`src/rtl/serial_link_pkg.sv`:
```
`default_nettype none
// ============================================================================
// Module   : serial_link_pkg
// Purpose  : Shared types and line-level constants for the serial link blocks
//            (transmit arbiter today, receiver later).
// Revision : 1.0 - initial release
// ============================================================================
package serial_link_pkg;

    // Transmit frame sequencer states
    typedef enum logic [1:0] {
        IDLE  = 2'd0,
        START = 2'd1,
        DATA  = 2'd2,
        STOP  = 2'd3
    } tx_state_t;

    localparam logic START_BIT            = 1'b0;
    localparam logic STOP_BIT             = 1'b1;
    localparam logic IDLE_LEVEL           = 1'b1;
    localparam int   DEFAULT_CLKS_PER_BIT = 5208;  // 50 MHz / 9600 baud
    localparam int   FRAME_BITS           = 10;    // start + 8 data + stop

endpackage
`default_nettype wire

```
`src/rtl/serial_tx_arbiter_if.sv`:
```
`default_nettype none
// ============================================================================
// Module   : serial_tx_arbiter_if
// Purpose  : Valid/ready character handshake for the two transmit sources
//            (req0 = Nios parallel port, req1 = receiver echo path).
// Revision : 1.0 - initial release
// ============================================================================
interface serial_tx_arbiter_if #(
    parameter int DATA_W = 8
);
    logic              req0_valid;
    logic [DATA_W-1:0] req0_data;
    logic              req0_ready;
    logic              req1_valid;
    logic [DATA_W-1:0] req1_data;
    logic              req1_ready;

    // Character sources
    modport master (
        output req0_valid, req0_data, req1_valid, req1_data,
        input  req0_ready, req1_ready
    );

    // Arbiter side
    modport slave (
        input  req0_valid, req0_data, req1_valid, req1_data,
        output req0_ready, req1_ready
    );
endinterface
`default_nettype wire

```
`src/rtl/serial_tx_arbiter_bit_timer.sv`:
```
`default_nettype none
// ============================================================================
// Module   : bit_timer
// Purpose  : Free-running bit-period counter. Held at zero while i_clear is
//            high; o_bit_end marks the last clock of each bit period.
// Revision : 1.0 - initial release
// ============================================================================
module bit_timer
    import serial_link_pkg::*;
#(
    parameter int CLKS_PER_BIT = DEFAULT_CLKS_PER_BIT,
    parameter int CNT_W        = 13
) (
    input  wire logic clk,
    input  wire logic reset,
    input  wire logic i_clear,
    output logic      o_bit_end
);

    localparam logic [CNT_W-1:0] C_LAST = CNT_W'(CLKS_PER_BIT - 1);

    logic [CNT_W-1:0] r_cnt;

    assign o_bit_end = !i_clear && (r_cnt == C_LAST);

    // Count 0..CLKS_PER_BIT-1 and wrap; clear pins the count at zero
    always_ff @(posedge clk or posedge reset) begin
        if (reset) begin
            r_cnt <= '0;
        end else if (i_clear || o_bit_end) begin
            r_cnt <= '0;
        end else begin
            r_cnt <= r_cnt + 1'b1;
        end
    end

endmodule
`default_nettype wire

```
`src/rtl/serial_tx_arbiter.sv`:
```
`default_nettype none
// ============================================================================
// Module   : serial_tx_arbiter
// Purpose  : Round-robin owner of the single outgoing serial line. Accepts one
//            character per frame from req0 or req1 and shifts it out as 8N1.
// Revision : 1.0 - initial release
// ============================================================================
module serial_tx_arbiter
    import serial_link_pkg::*;
#(
    parameter int DATA_W       = 8,
    parameter int CLKS_PER_BIT = DEFAULT_CLKS_PER_BIT,
    parameter int CNT_W        = 13
) (
    input  wire logic           clk,
    input  wire logic           reset,
    serial_tx_arbiter_if.slave  req,
    output logic                tx_serial,
    output logic                busy,
    output logic                grant_id,
    output logic                frame_done
);

    localparam int         DATA_BITS  = FRAME_BITS - 2;
    localparam logic [2:0] C_LAST_IDX = 3'(DATA_BITS - 1);

    tx_state_t         r_state, w_state_next;
    logic [DATA_W-1:0] r_shift, w_shift_next;
    logic [2:0]        r_bit_idx, w_bit_idx_next;
    logic              r_last_grant, w_last_grant_next;
    logic              r_grant_id, w_grant_id_next;
    logic              r_tx, w_tx_next;
    logic              r_frame_done, w_frame_done_next;
    logic              w_ready0, w_ready1;
    logic              w_pick0, w_pick1;
    logic              w_bit_end;

    // Contention goes to whichever requester did not win last time
    assign w_pick0 = req.req0_valid && (!req.req1_valid || r_last_grant);
    assign w_pick1 = req.req1_valid && (!req.req0_valid || !r_last_grant);

    bit_timer #(
        .CLKS_PER_BIT (CLKS_PER_BIT),
        .CNT_W        (CNT_W)
    ) u_bit_timer (
        .clk       (clk),
        .reset     (reset),
        .i_clear   (r_state == IDLE),
        .o_bit_end (w_bit_end)
    );

    // State register
    always_ff @(posedge clk or posedge reset) begin
        if (reset) begin
            r_state <= IDLE;
        end else begin
            r_state <= w_state_next;
        end
    end

    // Next-state, arbitration and datapath next values
    always_comb begin
        w_state_next      = r_state;
        w_shift_next      = r_shift;
        w_bit_idx_next    = r_bit_idx;
        w_last_grant_next = r_last_grant;
        w_grant_id_next   = r_grant_id;
        w_frame_done_next = 1'b0;
        w_ready0          = 1'b0;
        w_ready1          = 1'b0;
        w_tx_next         = IDLE_LEVEL;

        case (r_state)
            IDLE: begin
                if (w_pick0) begin
                    w_ready0          = 1'b1;
                    w_shift_next      = req.req0_data;
                    w_last_grant_next = 1'b0;
                    w_grant_id_next   = 1'b0;
                    w_state_next      = START;
                end else if (w_pick1) begin
                    w_ready1          = 1'b1;
                    w_shift_next      = req.req1_data;
                    w_last_grant_next = 1'b1;
                    w_grant_id_next   = 1'b1;
                    w_state_next      = START;
                end
            end
            START: begin
                if (w_bit_end) begin
                    w_bit_idx_next = '0;
                    w_state_next   = DATA;
                end
            end
            DATA: begin
                if (w_bit_end) begin
                    w_shift_next = r_shift >> 1;
                    if (r_bit_idx == C_LAST_IDX) begin
                        w_bit_idx_next = '0;
                        w_state_next   = STOP;
                    end else begin
                        w_bit_idx_next = r_bit_idx + 1'b1;
                    end
                end
            end
            STOP: begin
                if (w_bit_end) begin
                    w_frame_done_next = 1'b1;
                    w_state_next      = IDLE;
                end
            end
            default: begin
                w_state_next = IDLE;
            end
        endcase

        // Line level is registered from the state being entered so the pin
        // never glitches on decode
        case (w_state_next)
            START:   w_tx_next = START_BIT;
            DATA:    w_tx_next = w_shift_next[0];
            STOP:    w_tx_next = STOP_BIT;
            default: w_tx_next = IDLE_LEVEL;
        endcase
    end

    // Datapath and output registers; reset forces the line idle immediately
    always_ff @(posedge clk or posedge reset) begin
        if (reset) begin
            r_shift      <= '0;
            r_bit_idx    <= '0;
            r_last_grant <= 1'b1;
            r_grant_id   <= 1'b0;
            r_tx         <= IDLE_LEVEL;
            r_frame_done <= 1'b0;
        end else begin
            r_shift      <= w_shift_next;
            r_bit_idx    <= w_bit_idx_next;
            r_last_grant <= w_last_grant_next;
            r_grant_id   <= w_grant_id_next;
            r_tx         <= w_tx_next;
            r_frame_done <= w_frame_done_next;
        end
    end

    assign req.req0_ready = w_ready0;
    assign req.req1_ready = w_ready1;
    assign tx_serial      = r_tx;
    assign busy           = (r_state != IDLE);
    assign grant_id       = r_grant_id;
    assign frame_done     = r_frame_done;

endmodule
`default_nettype wire
```
`src/flat_wrapper.sv`:
```
// flat-port wrapper written by rule: the top's interface ports become plain ports
module serial_tx_arbiter_flat import serial_link_pkg::*;
#(
    parameter int DATA_W       = 8,
    parameter int CLKS_PER_BIT = DEFAULT_CLKS_PER_BIT,
    parameter int CNT_W        = 13
)
  (clk, reset, tx_serial, busy, grant_id, frame_done, req_req0_valid, req_req0_data, req_req1_valid, req_req1_data, req_req0_ready, req_req1_ready);
  serial_tx_arbiter_if #(.DATA_W(DATA_W)) req_i ();
  input  wire logic clk;
  input  wire logic reset;
  output logic tx_serial;
  output logic busy;
  output logic grant_id;
  output logic frame_done;
  input wire logic [$bits(req_i.req0_valid)-1:0] req_req0_valid;
  input wire logic [$bits(req_i.req0_data)-1:0] req_req0_data;
  input wire logic [$bits(req_i.req1_valid)-1:0] req_req1_valid;
  input wire logic [$bits(req_i.req1_data)-1:0] req_req1_data;
  output wire logic [$bits(req_i.req0_ready)-1:0] req_req0_ready;
  output wire logic [$bits(req_i.req1_ready)-1:0] req_req1_ready;
  assign req_i.req0_valid = req_req0_valid;
  assign req_i.req0_data = req_req0_data;
  assign req_i.req1_valid = req_req1_valid;
  assign req_i.req1_data = req_req1_data;
  assign req_req0_ready = req_i.req0_ready;
  assign req_req1_ready = req_i.req1_ready;
  serial_tx_arbiter #(.DATA_W(DATA_W), .CLKS_PER_BIT(CLKS_PER_BIT), .CNT_W(CNT_W)) u_core (.clk(clk), .reset(reset), .req(req_i), .tx_serial(tx_serial), .busy(busy), .grant_id(grant_id), .frame_done(frame_done));
endmodule
```
`config.mk`:
```
export PLATFORM = sky130hd
export DESIGN_NAME = serial_tx_arbiter_flat
export DESIGN_NICKNAME = d
export VERILOG_FILES = /design/src/rtl/serial_link_pkg.sv /design/src/rtl/serial_tx_arbiter_if.sv /design/src/rtl/serial_tx_arbiter_bit_timer.sv /design/src/rtl/serial_tx_arbiter.sv /design/src/flat_wrapper.sv
export SDC_FILE = /design/constraint.sdc
export NUM_CORES = 1
export LEC_CHECK = 0
export CORE_ASPECT_RATIO = 1.2
export CORE_MARGIN = 4
export CORE_UTILIZATION = 40
export CTS_CLUSTER_DIAMETER = 80
export CTS_CLUSTER_SIZE = 16
export DETAILED_ROUTE_END_ITERATION = 10
export SLEW_MARGIN = 20
export SYNTH_ARGS = -nofsm -noshare
export SYNTH_HDL_FRONTEND = slang
export SYNTH_SLANG_ARGS = --single-unit
```
`constraint.sdc`:
```
create_clock -name clk -period 6 [get_ports clk]
set_input_delay 0.6 -clock clk [delete_from_list [all_inputs] [get_ports clk]]
set_output_delay 0.6 -clock clk [all_outputs]
set_load 0.02 [all_outputs]
```
==> results of run 1 <==
==> critical path, cell delays in order (launching register included) <==
cell and delay [ps]:
dfrtp_1 530, nor2_1 330, and3_1 430, clkdlybuf4s50_1 680
==> synthesized netlist by cell type, types with 3 or more instances <==
master / count / area share (%)
dfrtp_1: 28 / 47
ha_1: 3 / 2.5
nand2_1: 12 / 3.0
nor2_1: 18 / 4.6
a221o_1: 7 / 4.7
a22o_1: 9 / 5.3
nor3_1: 4 / 1.4
clkbuf_1: 5 / 1.3
or3_1: 3 / 1.3
and3_1: 4 / 1.7
nand3_1: 3 / 1.0
nand4_1: 3 / 1.3
xnor2_1: 6 / 3.6
xor2_1: 5 / 3.0
inv_1: 9 / 2.3
==> per-layer routing <==
metal,vias to the layer above,wire (um),GRT usage (%)
met5,-,0,0
met4,0,40,5.76
met3,7,116,3.58
met2,27,1580,26.8
met1,550,1330,17.6
li1,571,-,-
==> power by group <==
| part | switching, mW | internal, mW |
|---|---|---|
| sequential | 0.0289 | 0.229 |
| clock | 0.0757 | 0.0924 |
| combinational | 0.0364 | 0.0435 |
==> state kept, by name, indices dropped and copies added (netlist names) <==
signal / count
u_core.frame_done: 1
u_core.grant_id: 1
u_core.r_bit_idx: 3
u_core.r_last_grant: 1
u_core.r_shift: 8
u_core.r_state: 2
u_core.tx_serial: 1
u_core.u_bit_timer.r_cnt: 13
==> cell families (layout without fill, tap and decap cells) <==
kind of cell / after synthesis / count (layout) / synth area share [%]
simple gates: 55 / 55 / 18.4
fa+ha+maj: 3 / 3 / 2.54
compound gates: 29 / 29 / 17.0
xor+xnor: 11 / 11 / 6.51
mux: 1 / 1 / 0.677
buf+inv: 15 / 42 / 3.89
flops: 30 / 30 / 50.9
==> layout make-up <==
cell class / instances / area (um^2) / area share [%]
flip-flops and latches: 30 / 753 / 40.9
multi-input cells: 99 / 668 / 36.3
repair buffers: 25 / 250 / 13.6
clock buffers: 7 / 86.3 / 4.68
well taps: 37 / 46.3 / 2.51
inverters: 9 / 33.8 / 1.83
clock inverters: 1 / 5.00 / 0.272
==> worst max path at each step <==
stage	to	slack (ps)	depth (start not counted)
final	req_req1_ready	3150	3
after global routing	req_req1_ready	3010	3
after CTS	req_req1_ready	3130	3
after detailed placement	req_req1_ready	3170	4
after global placement	req_req1_ready	3230	4
after floorplan	u_core.r_shift[1]	3890	5
==> through the flow <==
step	instance area, um^2	total power, mW
CTS	1840	0.514
finish	1840	0.506
global placement	1750	0.341
detailed placement	1750	0.343
floorplan	1480	0.312
global route	1840	0.541
==> summary.txt, run 1 <==
# hold bufs at CTS = 0
CTS tree = built
Reg2reg end = u_core.tx_serial
Largest net degree at the start of global routing = 31
Relative max-transition margin = 52.6%
Worst Hold End = u_core.u_bit_timer.r_cnt[0]
Std cell rows = 23
VDD IR max = 112 uV
Max Clk Rate = 351 MHz
Fillers = 321
Status = complete, no violations
Die H = 74.6 um
DRT Pass-1 Iters = 4
Net count after synthesis = 167
Initial Util = 42.8%
WP data required = 5400 ps
Placed Cells = 200
Hold depth = 1
IO Pins = 26
CTS Buf Count = 5
Final HPWL DP = 2250 um
Sink Count = 30
Pleak = 0.817 nW
WHS = 460 ps
Nets@finish = 193
# H-tree levels = 2
Number of global-route vias before repair = 1,269
Synthesis-stage register bit count = 30
Final period util = 47.5%
Share of cells above drive strength 1 = 6.43%
Cell Area, Synth = 1480 um^2
Final GP Congestion = 0.775
Routed len/inst = 14.8 um
RSZ-0062 raised after global routing = no
Yosys warnings = 0
Commonest non-fill, non-tap cell in the layout = dfrtp_1
Gr usage total = 15.0%
DIE WIDTH = 63.5 um
Hold Path Class = flip-flop to flip-flop
Synth unique cells = 35
Final slew viol count = 0
Total number of vias = 1,155
Reg2Reg Setup Slack = 3690 ps
Register area share after synthesis = 50.9%
Minimum clock period = 2850 ps
Synth-to-Final Area Change = 24.6%
Final Hold Viols = 0
RR Startpoint = u_core.u_bit_timer.r_cnt[5]
Setup_tns = 0 ps
Slew @ Worst Pin = 706 ps
Clk Latency, worst-skew pair = 280 ps
Core Region = 3450 um^2
R2R cell count = 5
CP startpoint = u_core.r_state[1]
Clk buf depth = 2
CP max FO = 11
Async S/R FF share, synth = 100%
Most frequent cells in the layout = dfrtp_1 (28), clkdlybuf4s50_1 (25), nor2_1 (18)
Post_cts resized = 0
HP Start = u_core.u_bit_timer.r_cnt[0]
Setup Fix Bufs, Post-CTS = 0
Grt ovf = 0
CTS root buf = clkbuf_8
Clock-pin slew on the worst setup and hold paths = 60 ps
Post-synth EDFFs = 0
Antenna-violating nets left = 0
Final worst slack = 3150 ps
First-pass GRT wire length = 5620 um
DRC viols = 0
1st-iter DRT viols = 42
Input/output buffers = 25
Initial antenna violation count = 0
Fin cells = 208
Via density = 5.55
Setup Skew = 8.50 ps
Critical Path End Type = output port
Cells after Synth = 144
Die ar. = 4740 um^2
Final core utilization = 53.4%
Final wirelength = 3070 um
Avg Inst Size Synth = 10.3 um^2
Worst Path Class, Setup = flip-flop to output port
Main synth FF type = dfrtp_1
Final setup viols = 0
Dpl ws = 3170 ps
Crit path arrival time = 2250 ps
Antenna cells = 0
Worst setup SP type = flip-flop
Total power per unit cell area = 275 nW/um^2
Maxcap violations = 0
Power figures use the tool's default switching activity.
==> run 2: changes to the inputs <==
--- a/config.mk
+++ b/config.mk
@@ -11,6 +11,7 @@
 export CTS_CLUSTER_DIAMETER = 80
 export CTS_CLUSTER_SIZE = 16
 export DETAILED_ROUTE_END_ITERATION = 10
+export PLACE_DENSITY = 0.66
 export SLEW_MARGIN = 20
 export SYNTH_ARGS = -nofsm -noshare
 export SYNTH_HDL_FRONTEND = slang
==> constraint.sdc (replaced) <==
create_clock -name clk -period 2.37 [get_ports clk]
set_input_delay 0.237 -clock clk [delete_from_list [all_inputs] [get_ports clk]]
set_output_delay 0.237 -clock clk [all_outputs]
set_load 0.02 [all_outputs]
==> run 2 against run 1 <==
  * Via count rose by 4.8%
  * Critical path type is now flip-flop to flip-flop
  * Critical endpoint is now u_core.r_shift[6]
  * Utilization rose by 2.2 points
  * Hold slack got worse by 150 ps
  * Final area grew 4.2%
  * Critical path depth rose by 1
  * Clock power rose to 3.0 times the previous value
==> summary.txt, run 2 (synthesis results as in run 1) <==
Status = complete, no violations (unchanged)
Biggest regs = u_core.u_bit_timer.r_cnt (13), u_core.r_shift (8), u_core.r_bit_idx (3) (unchanged)
Critical Path End Type = flip-flop (was output port)
Fillers = 302 (was 321)
CTS Buf Count = 5 (unchanged)
Minimum clock period = 2130 ps
DP Area = 1810 um^2 (was 1750 um^2)
DRC viols = 0 (unchanged)
Met2 usage = 25.4% (was 26.8%)
WHS = 315 ps (was 460 ps)
Placed Cells = 208 (was 200)
Worst setup SP type = flip-flop (unchanged)
Biggest register = u_core.u_bit_timer.r_cnt (unchanged)
CTS root buf = clkbuf_8 (unchanged)
Input/output buffers = 25 (unchanged)
Final GP Congestion = 0.832 (was 0.775)
Worst Path Class, Setup = flip-flop to flip-flop (was flip-flop to output port)
Initial antenna violation count = 0 (unchanged)
Gr usage total = 15.2% (was 15.0%)
Final Hold Viols = 0 (unchanged)
WP data required = 2530 ps (was 5400 ps)
Pleak = 0.869 nW (was 0.817 nW)
Final slew viol count = 0 (unchanged)
IO Pins = 26 (unchanged)
Die H = 74.6 um (unchanged)
Number of global-route vias before repair = 1,211 (was 1,269)
Maxcap violations = 0 (unchanged)
DIE WIDTH = 63.5 um (unchanged)
Total power per unit cell area = 712 nW/um^2 (was 275 nW/um^2)
Clk buf depth = 2 (unchanged)
Via density = 5.61 (was 5.55)
CP max FO = 7 (was 11)
# H-tree levels = 2 (unchanged)
Antenna-violating nets left = 0 (unchanged)
Reg2Reg Setup Slack = 240 ps (was 3690 ps)
Max reg flops = 13 (unchanged)
Most frequent cells in the layout = dfrtp_1 (28), clkdlybuf4s50_1 (25), nor2_1 (18) (unchanged)
Fin cells = 216 (was 208)
Grt ovf = 0 (unchanged)
Largest net degree at the start of global routing = 31 (unchanged)
Setup Fix Bufs, Post-CTS = 0 (unchanged)
Sink Count = 30 (unchanged)
Final period util = 89.9%
Post-route cell area = 1920 um^2 (was 1840 um^2)
CTS tree = built (unchanged)
Slew @ Worst Pin = 376 ps (was 706 ps)
Routed len/inst = 14.5 um (was 14.8 um)
1st-iter DRT viols = 78 (was 42)
Setup Skew = 5.87 ps (was 8.50 ps)
Dpl ws = 265 ps (was 3170 ps)
Antenna cells = 0 (unchanged)
Final worst slack = 240 ps (was 3150 ps)
Core Region = 3450 um^2 (unchanged)
Met1 Usage GRT = 18.2% (was 17.6%)
Final core utilization = 55.6% (was 53.4%)
First-pass GRT wire length = 5610 um (was 5620 um)
Initial Util = 42.8% (unchanged)
Total Power = 1.37 mW (was 0.506 mW)
Hold Path Class = input pin to asynchronous set/reset pin (was flip-flop to flip-flop)
Final setup viols = 0 (unchanged)
Final wirelength = 3140 um (was 3070 um)
GR peak layer = met2 (unchanged)
Commonest non-fill, non-tap cell in the layout = dfrtp_1 (unchanged)
Max Clk Rate = 469 MHz
Relative max-transition margin = 74.9% (was 52.6%)
Setup_tns = 0 ps (unchanged)
Post_cts resized = 0 (unchanged)
Clk Latency, worst-skew pair = 280 ps (about the same)
Crit path arrival time = 2290 ps (was 2250 ps)
Met3 Use GR = 4.63% (was 3.58%)
Synth-to-Final Area Change = 29.9% (was 24.6%)
Share of cells above drive strength 1 = 10.6% (was 6.43%)
DRT Pass-1 Iters = 6 (was 4)
Total number of vias = 1,211 (was 1,155)
# hold bufs at CTS = 0 (unchanged)
Clock-pin slew on the worst setup and hold paths = 70 ps (was 60 ps)
RSZ-0062 raised after global routing = no (unchanged)
Final HPWL DP = 2370 um (was 2250 um)
Nets@finish = 201 (was 193)
Std cell rows = 23 (unchanged)
VDD IR max = 324 uV (was 112 uV)
Die ar. = 4740 um^2 (unchanged)
run 2: changes by cell type in the layout (fill, tap and decap cells not counted), sizes merged:
cell    delta
clkbuf     -2
buf        +8
bufinv     +1
clkinv     +1
run 2: layout make-up:
cell class | instances | area (um^2) | area share, %
Clock buffer | 5 | 68.8 | 3.58
Clock inverter | 3 | 40.0 | 2.08
Inverter | 9 | 33.8 | 1.76
Multi-Input combinational cell | 99 | 668 | 34.8
Sequential cell | 30 | 753 | 39.2
Tap cell | 37 | 46.3 | 2.41
Timing Repair Buffer | 33 | 310 | 16.2
run 2: path summary, 6_finish.rpt:
path,startpoint,endpoint,depth (start not counted)
max,u_core.u_bit_timer.r_cnt[5],u_core.r_shift[6],4
min,reset,u_core.u_bit_timer.r_cnt[4],3
max reg2reg,u_core.u_bit_timer.r_cnt[5],u_core.r_shift[6],4
min reg2reg,u_core.u_bit_timer.r_cnt[0],u_core.u_bit_timer.r_cnt[0],1
max in group asynchronous,reset,u_core.r_last_grant,3
min in group clk,u_core.u_bit_timer.r_cnt[0],u_core.u_bit_timer.r_cnt[0],1
run 2: critical path, cell delays in order, from the launching register on:
cell and delay, ps:
dfrtp_1 430, or4b_1 530, or3_1 360, a211o_4 390, a221o_1 300
run 2: per-layer routing:
metal,part of all wire (%),vias up
li1,-,584
met1,44,580
met2,48,42
met3,6.7,5
met4,1.8,0
met5,0,-
run 2: power by group:
group          leakage, nW  internal [mW]  switching (mW)
clock               0.0579          0.309           0.193
combinational        0.428          0.111          0.0967
sequential           0.383          0.581          0.0768
total                0.869           1.00           0.367
==> run 3: changes to the inputs <==
--- a/config.mk
+++ b/config.mk
@@ -5,6 +5,7 @@
 export SDC_FILE = /design/constraint.sdc
 export NUM_CORES = 1
 export LEC_CHECK = 0
+export CAP_MARGIN = 10
 export CORE_ASPECT_RATIO = 1.2
 export CORE_MARGIN = 4
 export CORE_UTILIZATION = 40
==> results of run 3 <==
The final DEF is identical to that of run 2; final timing and power are the same.
